--- src/rtl/div_unit_if.sv ---
// div_unit_if: operand/op request and result bundle between the execute stage and div_unit.
// Latency: none, wiring only.
// Backpressure: the requester stalls on busy; a start presented while the unit is in RUN is dropped.
interface div_unit_if #(
   parameter int DATA_WIDTH = 32
);
   logic                  start;
   logic                  flush;
   logic [1:0]            DIVControl;
   logic [DATA_WIDTH-1:0] DIVop1;
   logic [DATA_WIDTH-1:0] DIVop2;
   logic                  busy;
   logic                  done;
   logic [DATA_WIDTH-1:0] DIVout;

   // execute-stage side: issues requests, observes status and result
   modport master (
      output start, flush, DIVControl, DIVop1, DIVop2,
      input  busy, done, DIVout
   );

   // divider side
   modport slave (
      input  start, flush, DIVControl, DIVop1, DIVop2,
      output busy, done, DIVout
   );
endinterface

--- src/rtl/div_unit.sv ---
// div_unit: RV32M DIV/DIVU/REM/REMU, radix-2 restoring, one quotient bit per cycle.
// Latency: DATA_WIDTH+1 cycles from start to done; with DIV_EARLY_OUT_EN, x/0 and MIN/-1 finish in 1.
// Backpressure: busy holds the pipeline; start is ignored while busy; flush aborts with no done.
module div_unit #(
   parameter int DATA_WIDTH = 32
) (
   input  logic      clk,
   input  logic      rst_n,
   div_unit_if.slave bus
);
   localparam int W  = DATA_WIDTH;
   localparam int CW = $clog2(W + 1);
   localparam logic [W-1:0] MOST_NEG = {1'b1, {(W-1){1'b0}}};

   typedef enum logic [1:0] {IDLE, RUN, DONE} state_t;

   state_t         state_q, state_d;
   logic [W:0]     rem_q;       // extra MSB carries the trial-subtract sign
   logic [W-1:0]   quo_q;       // starts as dividend magnitude, fills with quotient bits
   logic [W-1:0]   dvs_q;       // divisor magnitude
   logic [W-1:0]   dvd_q;       // raw dividend, returned by REM/REMU on divide-by-zero
   logic [CW-1:0]  cnt_q;
   logic           sel_rem_q, qneg_q, rneg_q, div0_q, ovf_q;
   logic [W-1:0]   divout_q;

   // operand decode on the accept edge; signed ops take magnitudes
   logic           is_signed, op1_neg, op2_neg, in_div0, in_ovf, accept, last;
   logic [W-1:0]   mag1, mag2;
   assign is_signed = ~bus.DIVControl[0];
   assign op1_neg   = is_signed & bus.DIVop1[W-1];
   assign op2_neg   = is_signed & bus.DIVop2[W-1];
   assign mag1      = op1_neg ? -bus.DIVop1 : bus.DIVop1;
   assign mag2      = op2_neg ? -bus.DIVop2 : bus.DIVop2;
   assign in_div0   = (bus.DIVop2 == '0);
   assign in_ovf    = is_signed & (bus.DIVop1 == MOST_NEG) & (bus.DIVop2 == '1);
   assign accept    = bus.start & ~bus.flush & (state_q != RUN);
   assign last      = (cnt_q == CW'(1));

   // one restoring step: shift {rem,quo}, trial subtract, keep if non-negative
   logic [W:0]     rem_sh, trial, rem_nxt;
   logic [W-1:0]   quo_nxt;
   always_comb begin
      rem_sh  = (rem_q << 1) | {{W{1'b0}}, quo_q[W-1]};
      trial   = rem_sh - {1'b0, dvs_q};
      rem_nxt = trial[W] ? rem_sh : trial;
      quo_nxt = {quo_q[W-2:0], ~trial[W]};
   end

   // sign correction and RISC-V special results
   function automatic logic [W-1:0] finalize(
      input logic         sel_rem,
      input logic [W-1:0] quo,
      input logic [W-1:0] rem,
      input logic         qneg,
      input logic         rneg,
      input logic         div0,
      input logic         ovf,
      input logic [W-1:0] dvd
   );
      if (div0)         return sel_rem ? dvd : '1;
      else if (ovf)     return sel_rem ? '0 : MOST_NEG;
      else if (sel_rem) return rneg ? -rem : rem;
      else              return qneg ? -quo : quo;
   endfunction

   // state register
   always_ff @(posedge clk or negedge rst_n) begin
      if (!rst_n) state_q <= IDLE;
      else        state_q <= state_d;
   end

   // next-state logic; flush overrides everything including a coincident start
   always_comb begin
      state_d = state_q;
      case (state_q)
         IDLE, DONE: begin
            state_d = IDLE;
            if (accept) begin
`ifdef DIV_EARLY_OUT_EN
               state_d = (in_div0 | in_ovf) ? DONE : RUN;
`else
               state_d = RUN;
`endif
            end
         end
         RUN:     if (last) state_d = DONE;
         default: state_d = IDLE;
      endcase
      if (bus.flush) state_d = IDLE;
   end

   // status outputs decoded from state
   always_comb begin
      bus.busy = (state_q == RUN);
      bus.done = (state_q == DONE);
   end
   assign bus.DIVout = divout_q;

   // datapath: load on accept, iterate in RUN, register the result on the edge into DONE
   always_ff @(posedge clk or negedge rst_n) begin
      if (!rst_n) begin
         rem_q     <= '0;
         quo_q     <= '0;
         dvs_q     <= '0;
         dvd_q     <= '0;
         cnt_q     <= '0;
         sel_rem_q <= 1'b0;
         qneg_q    <= 1'b0;
         rneg_q    <= 1'b0;
         div0_q    <= 1'b0;
         ovf_q     <= 1'b0;
         divout_q  <= '0;
      end else if (accept) begin
         rem_q     <= '0;
         quo_q     <= mag1;
         dvs_q     <= mag2;
         dvd_q     <= bus.DIVop1;
         cnt_q     <= CW'(W);
         sel_rem_q <= bus.DIVControl[1];
         qneg_q    <= op1_neg ^ op2_neg;
         rneg_q    <= op1_neg;
         div0_q    <= in_div0;
         ovf_q     <= in_ovf;
`ifdef DIV_EARLY_OUT_EN
         if (in_div0 | in_ovf)
            divout_q <= finalize(bus.DIVControl[1], '0, '0, 1'b0, 1'b0,
                                 in_div0, in_ovf, bus.DIVop1);
`endif
      end else if (state_q == RUN && !bus.flush) begin
         rem_q <= rem_nxt;
         quo_q <= quo_nxt;
         cnt_q <= cnt_q - CW'(1);
         if (last)
            divout_q <= finalize(sel_rem_q, quo_nxt, rem_nxt[W-1:0], qneg_q, rneg_q,
                                 div0_q, ovf_q, dvd_q);
      end
   end
endmodule

--- src/flat_wrapper.sv ---
// flat-port wrapper written by rule: the top's interface ports become plain ports
module div_unit_flat 
#(
   parameter int DATA_WIDTH = 32
)
  (clk, rst_n, bus_start, bus_flush, bus_DIVControl, bus_DIVop1, bus_DIVop2, bus_busy, bus_done, bus_DIVout);
  div_unit_if #(.DATA_WIDTH(DATA_WIDTH)) bus_i ();
  input  logic clk;
  input  logic rst_n;
  input wire logic [$bits(bus_i.start)-1:0] bus_start;
  input wire logic [$bits(bus_i.flush)-1:0] bus_flush;
  input wire logic [$bits(bus_i.DIVControl)-1:0] bus_DIVControl;
  input wire logic [$bits(bus_i.DIVop1)-1:0] bus_DIVop1;
  input wire logic [$bits(bus_i.DIVop2)-1:0] bus_DIVop2;
  output wire logic [$bits(bus_i.busy)-1:0] bus_busy;
  output wire logic [$bits(bus_i.done)-1:0] bus_done;
  output wire logic [$bits(bus_i.DIVout)-1:0] bus_DIVout;
  assign bus_i.start = bus_start;
  assign bus_i.flush = bus_flush;
  assign bus_i.DIVControl = bus_DIVControl;
  assign bus_i.DIVop1 = bus_DIVop1;
  assign bus_i.DIVop2 = bus_DIVop2;
  assign bus_busy = bus_i.busy;
  assign bus_done = bus_i.done;
  assign bus_DIVout = bus_i.DIVout;
  div_unit #(.DATA_WIDTH(DATA_WIDTH)) u_core (.clk(clk), .rst_n(rst_n), .bus(bus_i));
endmodule
--- config.mk ---
export PLATFORM = sky130hd
export DESIGN_NAME = div_unit_flat
export DESIGN_NICKNAME = d
export VERILOG_FILES = /design/src/rtl/div_unit_if.sv /design/src/rtl/div_unit.sv /design/src/flat_wrapper.sv
export SDC_FILE = /design/constraint.sdc
export NUM_CORES = 1
export LEC_CHECK = 0
export ABC_AREA = 0
export BUFFER_PORTS_ARGS = -buffer_cell sky130_fd_sc_hd__buf_2
export CORE_ASPECT_RATIO = 0.7
export CORE_UTILIZATION = 25
export CTS_CLUSTER_DIAMETER = 120
export DETAILED_ROUTE_END_ITERATION = 16
export PLACE_DENSITY_LB_ADDON = 0.08
export SKIP_LAST_GASP = 1
export SLEW_MARGIN = 20
export SYNTH_ARGS = -nofsm -noshare
export SYNTH_HDL_FRONTEND = slang
export SYNTH_SLANG_ARGS = --single-unit
--- constraint.sdc ---
create_clock -name clk -period 14.1 [get_ports clk]
set_input_delay 2.115 -clock clk [delete_from_list [all_inputs] [get_ports clk]]
set_output_delay 2.115 -clock clk [all_outputs]
set_load 0.05 [all_outputs]
# ---- After elaboration in Yosys (flattened, before gate mapping)
# Index checks and enable logic that the tools add are counted.
dict set report totals {
  latch_bits 0
  mem_bits_ro 0
  output_inout_bits 34
  ff_bits 173
  mem_bits_rw 0
  mem_count 0
  elab_cells 64
}
dict set report classes {
  n_shift 0
  div_mod_pow 0
  order_cmp 0
  n_mux 20
  n_reduce_logical 7
  mul 0
  n_addsub 6
  eq_ne 7
  bitwise_logic 12
}
# cell n
set op_table {}
lappend op_table {{$mux 32} 14}
lappend op_table {{$neg 32->32} 4}
lappend op_table {{$eq 32x32->1 const B} 2}
lappend op_table {{$or 33x1->33} 1}
lappend op_table {{$sub 33x32->33} 1}
lappend op_table {{$logic_not 32->1} 1}
lappend op_table {{$mux 6} 2}
lappend op_table {{$and 1x1->1} 6}
lappend op_table {{$eq 6x1->1 const B} 1}
lappend op_table {{$sub 6x1->6 const B} 1}
lappend op_table {{$mux 2} 2}
lappend op_table {{$not 1->1} 4}
lappend op_table {{$pmux 2 s2} 1}
lappend op_table {{$ne 3x2->1 const B} 1}
lappend op_table {{$reduce_and 3->1} 1}
lappend op_table {{$eq 2x1->1 const B} 1}
lappend op_table {{$eq 2x2->1 const B} 1}
lappend op_table {{$logic_not 2->1} 1}
lappend op_table {{$ne 2x1->1 const B} 1}
lappend op_table {{$reduce_bool 2->1} 1}
lappend op_table {{$reduce_or 2->1} 1}
lappend op_table {{$logic_and 1x1->1} 1}
lappend op_table {{$logic_not 1->1} 1}
lappend op_table {{$mux 1} 1}
lappend op_table {{$xor 1x1->1} 1}

# ---- Longest topological paths before layout
dict set report depth {
  depth_word 8
  mapped_depth 23
  mapped_depth_nobuf 20
}

# ---- Least setup slack after synthesis
# No wires, ideal clock.
dict set report synth_path {
  path_type {register to register}
  start {register u_core.quo_q[31]}
  end {register u_core.divout_q[30], in the netlist u_core.bus.DIVout[30]}
  n_path_buf 3
  slack_ns 9.088
  arrival_ns 4.870
  stages_incl_launch_ff 24
  period_less_slack_ns 5.012
  path_cell_list {dfrtp_1 -> inv_1 -> ha_1 -> fa_1 -> nand2b_1 -> a211oi_4 -> o2111ai_2 -> a211oi_2 -> o21a_2 -> nor2_2 -> inv_2 -> clkbuf_1 -> clkbuf_1 -> nor2_1 -> a21oi_1 -> ha_1 -> nand3_1 -> nor3_1 -> o2bb2ai_1 -> or3_1 -> clkbuf_1 -> nor4_1 -> mux2i_1 -> a31oi_1}
}
dict set report synth_via {
  elab_chain_len 8
  word_cells_on_any_way 11
  cone_classes {3 x add/sub; 6 x mux; 2 x bitwise}
}
# item line
set synth_rtl {}
lappend synth_rtl {{start: declaration} div_unit.sv:19} ;# logic [W-1:0] quo_q;
lappend synth_rtl {{start signal: assignment} div_unit.sv:115} ;# quo_q <= mag1;
lappend synth_rtl {{start signal: assignment} div_unit.sv:131} ;# quo_q <= quo_nxt;
lappend synth_rtl {{$or 33x1->33 *} div_unit.sv:43} ;# rem_sh = (rem_q << 1) | {{W{1'b0}}, quo_q[W-1]};
lappend synth_rtl {{$sub 33x32->33} div_unit.sv:44} ;# trial = rem_sh - {1'b0, dvs_q};
lappend synth_rtl {{$mux 32 or $not 1->1 (tied branches)} {div_unit.sv:45, div_unit.sv:46}}
lappend synth_rtl {{$neg 32->32, on equally long branches} {div_unit.sv:62, div_unit.sv:63}}
lappend synth_rtl {{$mux 32, on equally long branches} {div_unit.sv:62, div_unit.sv:63}}
lappend synth_rtl {{$mux 32 *} div_unit.sv:62} ;# else if (sel_rem) return rneg ? -rem : rem;
lappend synth_rtl {{$mux 32 *} div_unit.sv:61} ;# else if (ovf) return sel_rem ? '0 : MOST_NEG;
lappend synth_rtl {{$mux 32 *} div_unit.sv:60} ;# if (div0) return sel_rem ? dvd : '1;
lappend synth_rtl {{end signal: assignment} div_unit.sv:134} ;# divout_q <= finalize(sel_rem_q, quo_nxt, rem_nxt[W-1:0], qneg_q, rneg_q,
lappend synth_rtl {{end: declaration} div_unit.sv:24} ;# logic [W-1:0] divout_q;
# Mark *: on every way between the ends. The rest lies on a longest branch, timed or not.
# A chain may end at the register's enable or synchronous reset.

# ---- Worst setup path after layout
# Ends and elaborated chain as after synthesis.

==> flow_metrics.py <==
metrics = {
    "finish": {
        "syn2layout_area_growth_pct": 13.8,
        "layout_commonest_cell": "nand2_1",
        "post-route-util": 0.291,
        "layout-drive-gt1-share": 0.112,
        "fin_nets": 1775,
        "layout_common_cells": "nand2_1, dfrtp_1, o21ai_0",
        "nFillCells": 5450,
        "fin_cells": 2344,
    },
    "die": {
        "die_x_um": 272,
        "die_y_um": 191,
        "start_util": 0.256,
        "ios": 104,
        "row_count": 68,
        "core_area_mm2": 0.0498,
        "die-area_mm2": 0.0518,
    },
    "pwr": {
        "power.density_mw_per_mm2": 133,
        "cellLeakagePower_nw": 6.13,
        "peakVddDrop_uv": 63.4,
    },
    "synth": {
        "yosys-top-cells-area": "dfrtp_1, nand2_1, o21ai_0",
        "syn_nets": 1723,
        "synth.distinct_cells": 79,
        "ys_seq_area_frac": 0.340,
        "syn_inst": 1613,
        "ys.flop_type": "dfrtp_1",
        "synthArstFlopShare": 1.00,
        "synth_area_mm2": 0.0127,
        "synth_edf_count": 0,
        "synth_top_area_cell": "dfrtp_1",
        "synth_area_per_cell_um2": 7.89,
        "yosysTopAreaCellShare": 0.340,
        "yosys_warnings": 0,
        "ys_ff_latch": 173,
    },
    "critical_path": {
        "r2r-start": "u_core.quo_q[31]",
        "critical_path_class": "flop to flop",
        "cp-startpoint": "u_core.quo_q[31]",
        "critical_path.startpoint_type": "flop",
        "setup.worst_path.end_class": "flop",
        "cp_data_arrival_time_ns": 6.52,
        "path_max_fanout": 36,
        "crit_required_ns": 14.42,
    },
    "global_routing": {
        "overflow": 0,
        "first_global_vias": 11700,
        "antenna_found_initial": 0,
        "globalRouteTotalUtil": 0.212,
        "grt_max_degree": 65,
        "grt_pass1_wl_um": 80900,
    },
    "timing": {
        "hold_viol": 0,
        "holdWs_ns": 0.471,
        "slew_violations": 0,
        "max_slew_margin": 0.284,
        "tightest_slew_ns": 1.06,
        "fin_crit_ns": 6.21,
        "rsz0062_at_grt": "no",
        "setup_viol": 0,
        "fin_crit_sh": 0.440,
        "tns_ns": 0,
        "fmax_mhz": 161,
        "fin_skew_ns": 0.0144,
    },
    "clocking": {
        "htreeDepth": 4,
        "root_buffer": "clkbuf_16",
        "cts_resized": 0,
        "post_cts_buffers": 0,
        "holdBufCountCts": 0,
        "clk_pin_slew_worst_paths_ns": 0.07,
        "cts_tree": "done",
        "clock_sinks": 173,
        "clk_latency_ns": 0.46,
        "clk_path_buf_depth": 2,
        "cts_buffers": 17,
    },
    "placement": {
        "routabilityCongestion": 0.857,
        "dpl.cell_count": 2311,
        "io_buffers": 103,
        "place_hpwl_um": 42000,
    },
    "hold_path": {
        "holdCritPathClass": "flop to flop",
        "holdCritStartpoint": "u_core.bus.DIVout[0]",
    },
    "drt": {
        "firstDrtPassIters": 5,
        "drc_errors": 0,
        "drtIter0Drc": 937,
        "final_antenna_net_count": 0,
        "viasPerCell": 5.22,
        "wire_per_inst_um": 23.2,
        "wl_um": 54300,
        "num_vias": 12200,
    },
    "run": {
        "cap_violations": 0,
    },
    "run_status": {
        "outcome": "completed",
    },
}
-- cell usage after synthesis, drive strengths merged (10+ instances only) --
| master | instances |
|---|---|
| a211oi | 12 |
| a21o | 14 |
| a21oi | 104 |
| a22oi | 24 |
| a31oi | 26 |
| and2 | 10 |
| and3 | 11 |
| buf | 16 |
| clkbuf | 78 |
| dfrtp | 173 |
| ha | 39 |
| inv | 63 |
| mux2i | 32 |
| nand2 | 264 |
| nand3 | 24 |
| nand4 | 17 |
| nor2 | 125 |
| nor2b | 13 |
| nor3 | 42 |
| nor4 | 17 |
| o211ai | 17 |
| o21ai | 180 |
| o22a | 10 |
| o31ai | 32 |
| o41ai | 12 |
| or3 | 17 |
| or4 | 12 |
| xnor2 | 71 |
| xor2 | 59 |
-- critical path, cell delays in order (launching register included) --
cell       delay (ns)
dfrtp_1          0.37
inv_1            0.07
ha_1             0.20
fa_1             0.42
nand2b_1         0.24
a211oi_4         0.45
o2111ai_2        0.24
a211oi_2         0.35
nor3_1           0.08
buf_4            0.20
nor2_4           0.07
buf_4            0.46
inv_2            0.08
buf_4            0.27
a21oi_1          0.35
ha_1             0.31
nand3_1          0.17
nor3_1           0.29
o2bb2ai_1        0.20
or3_1            0.47
nor4_1           0.38
mux2i_1          0.22
a31oi_1          0.10
-- where the power goes --
part / switching [mW] / total, mW / internal [mW] / leakage, nW
sequential: 0.0947 / 0.682 / 0.587 / 2.22
combinational: 0.515 / 0.751 / 0.237 / 3.64
clock: 0.232 / 0.486 / 0.254 / 0.269
total: 0.842 / 1.92 / 1.08 / 6.13
-- sequential cells by signal, indices dropped and copies added (netlist names) --
name	count
u_core.quo_q	32
u_core.sel_rem_q	1
u_core.dvs_q	32
u_core.div0_q	1
u_core.state_q	2
u_core.rem_q	32
u_core.bus.DIVout	32
u_core.qneg_q	1
u_core.dvd_q	32
u_core.cnt_q	6
u_core.rneg_q	1
u_core.ovf_q	1
-- final timing paths --
kind,endpoint,slack (ns),depth (start not counted)
worst max-delay path,u_core.bus.DIVout[30],7.89,22
worst min-delay path,u_core.bus.DIVout[0],0.47,2
worst max register to register,u_core.bus.DIVout[30],7.89,22
worst min register to register,u_core.bus.DIVout[0],0.47,2
max in group asynchronous,u_core.quo_q[0],10.42,3
min in group asynchronous,u_core.dvs_q[25],1.65,1
-- cells by family after synthesis --
family | after synthesis | share of synthesized area
AO/OA/AOI/OAI | 504 | 0.253
flip-flops | 173 | 0.340
AND/OR/NAND/NOR | 574 | 0.202
buffers and inverters | 157 | 0.0475
multiplexers | 35 | 0.0281
XOR/XNOR | 130 | 0.0895
adder cells (fa/ha/maj) | 40 | 0.0399
-- routing by layer --
layer  wire length [µm]  GRT usage  vias to the layer above
met1              29700      0.343                     5990
li1                   -          -                     5867
met5                  0          0                        -
met4                607     0.0415                        0
met3               3640     0.0487                       24
met2              20400      0.273                      344
-- layout make-up --
cell class | count | area, µm² | share of cell area
multi-input combinational | 1283 | 7810 | 0.539
antenna | 1 | 2.50 | 0.000173
sequential | 173 | 4330 | 0.299
clock buffer | 20 | 457 | 0.0315
tap | 665 | 832 | 0.0575
inverter | 63 | 236 | 0.0163
clock inverter | 12 | 110 | 0.00760
timing repair buffer | 127 | 704 | 0.0486
-- stage by stage --
stage	instance area, µm²	power, mW	setup WS [ns]
2_1_floorplan	12700	1.17	9.09
3_3_place_gp	13900	1.44	8.14
3_5_place_dp	13900	1.44	8.05
4_1_cts	14500	1.93	8.02
5_1_grt	14500	2.03	7.46
6_report	14500	1.92	7.89
(Power assumes the default switching activity.)
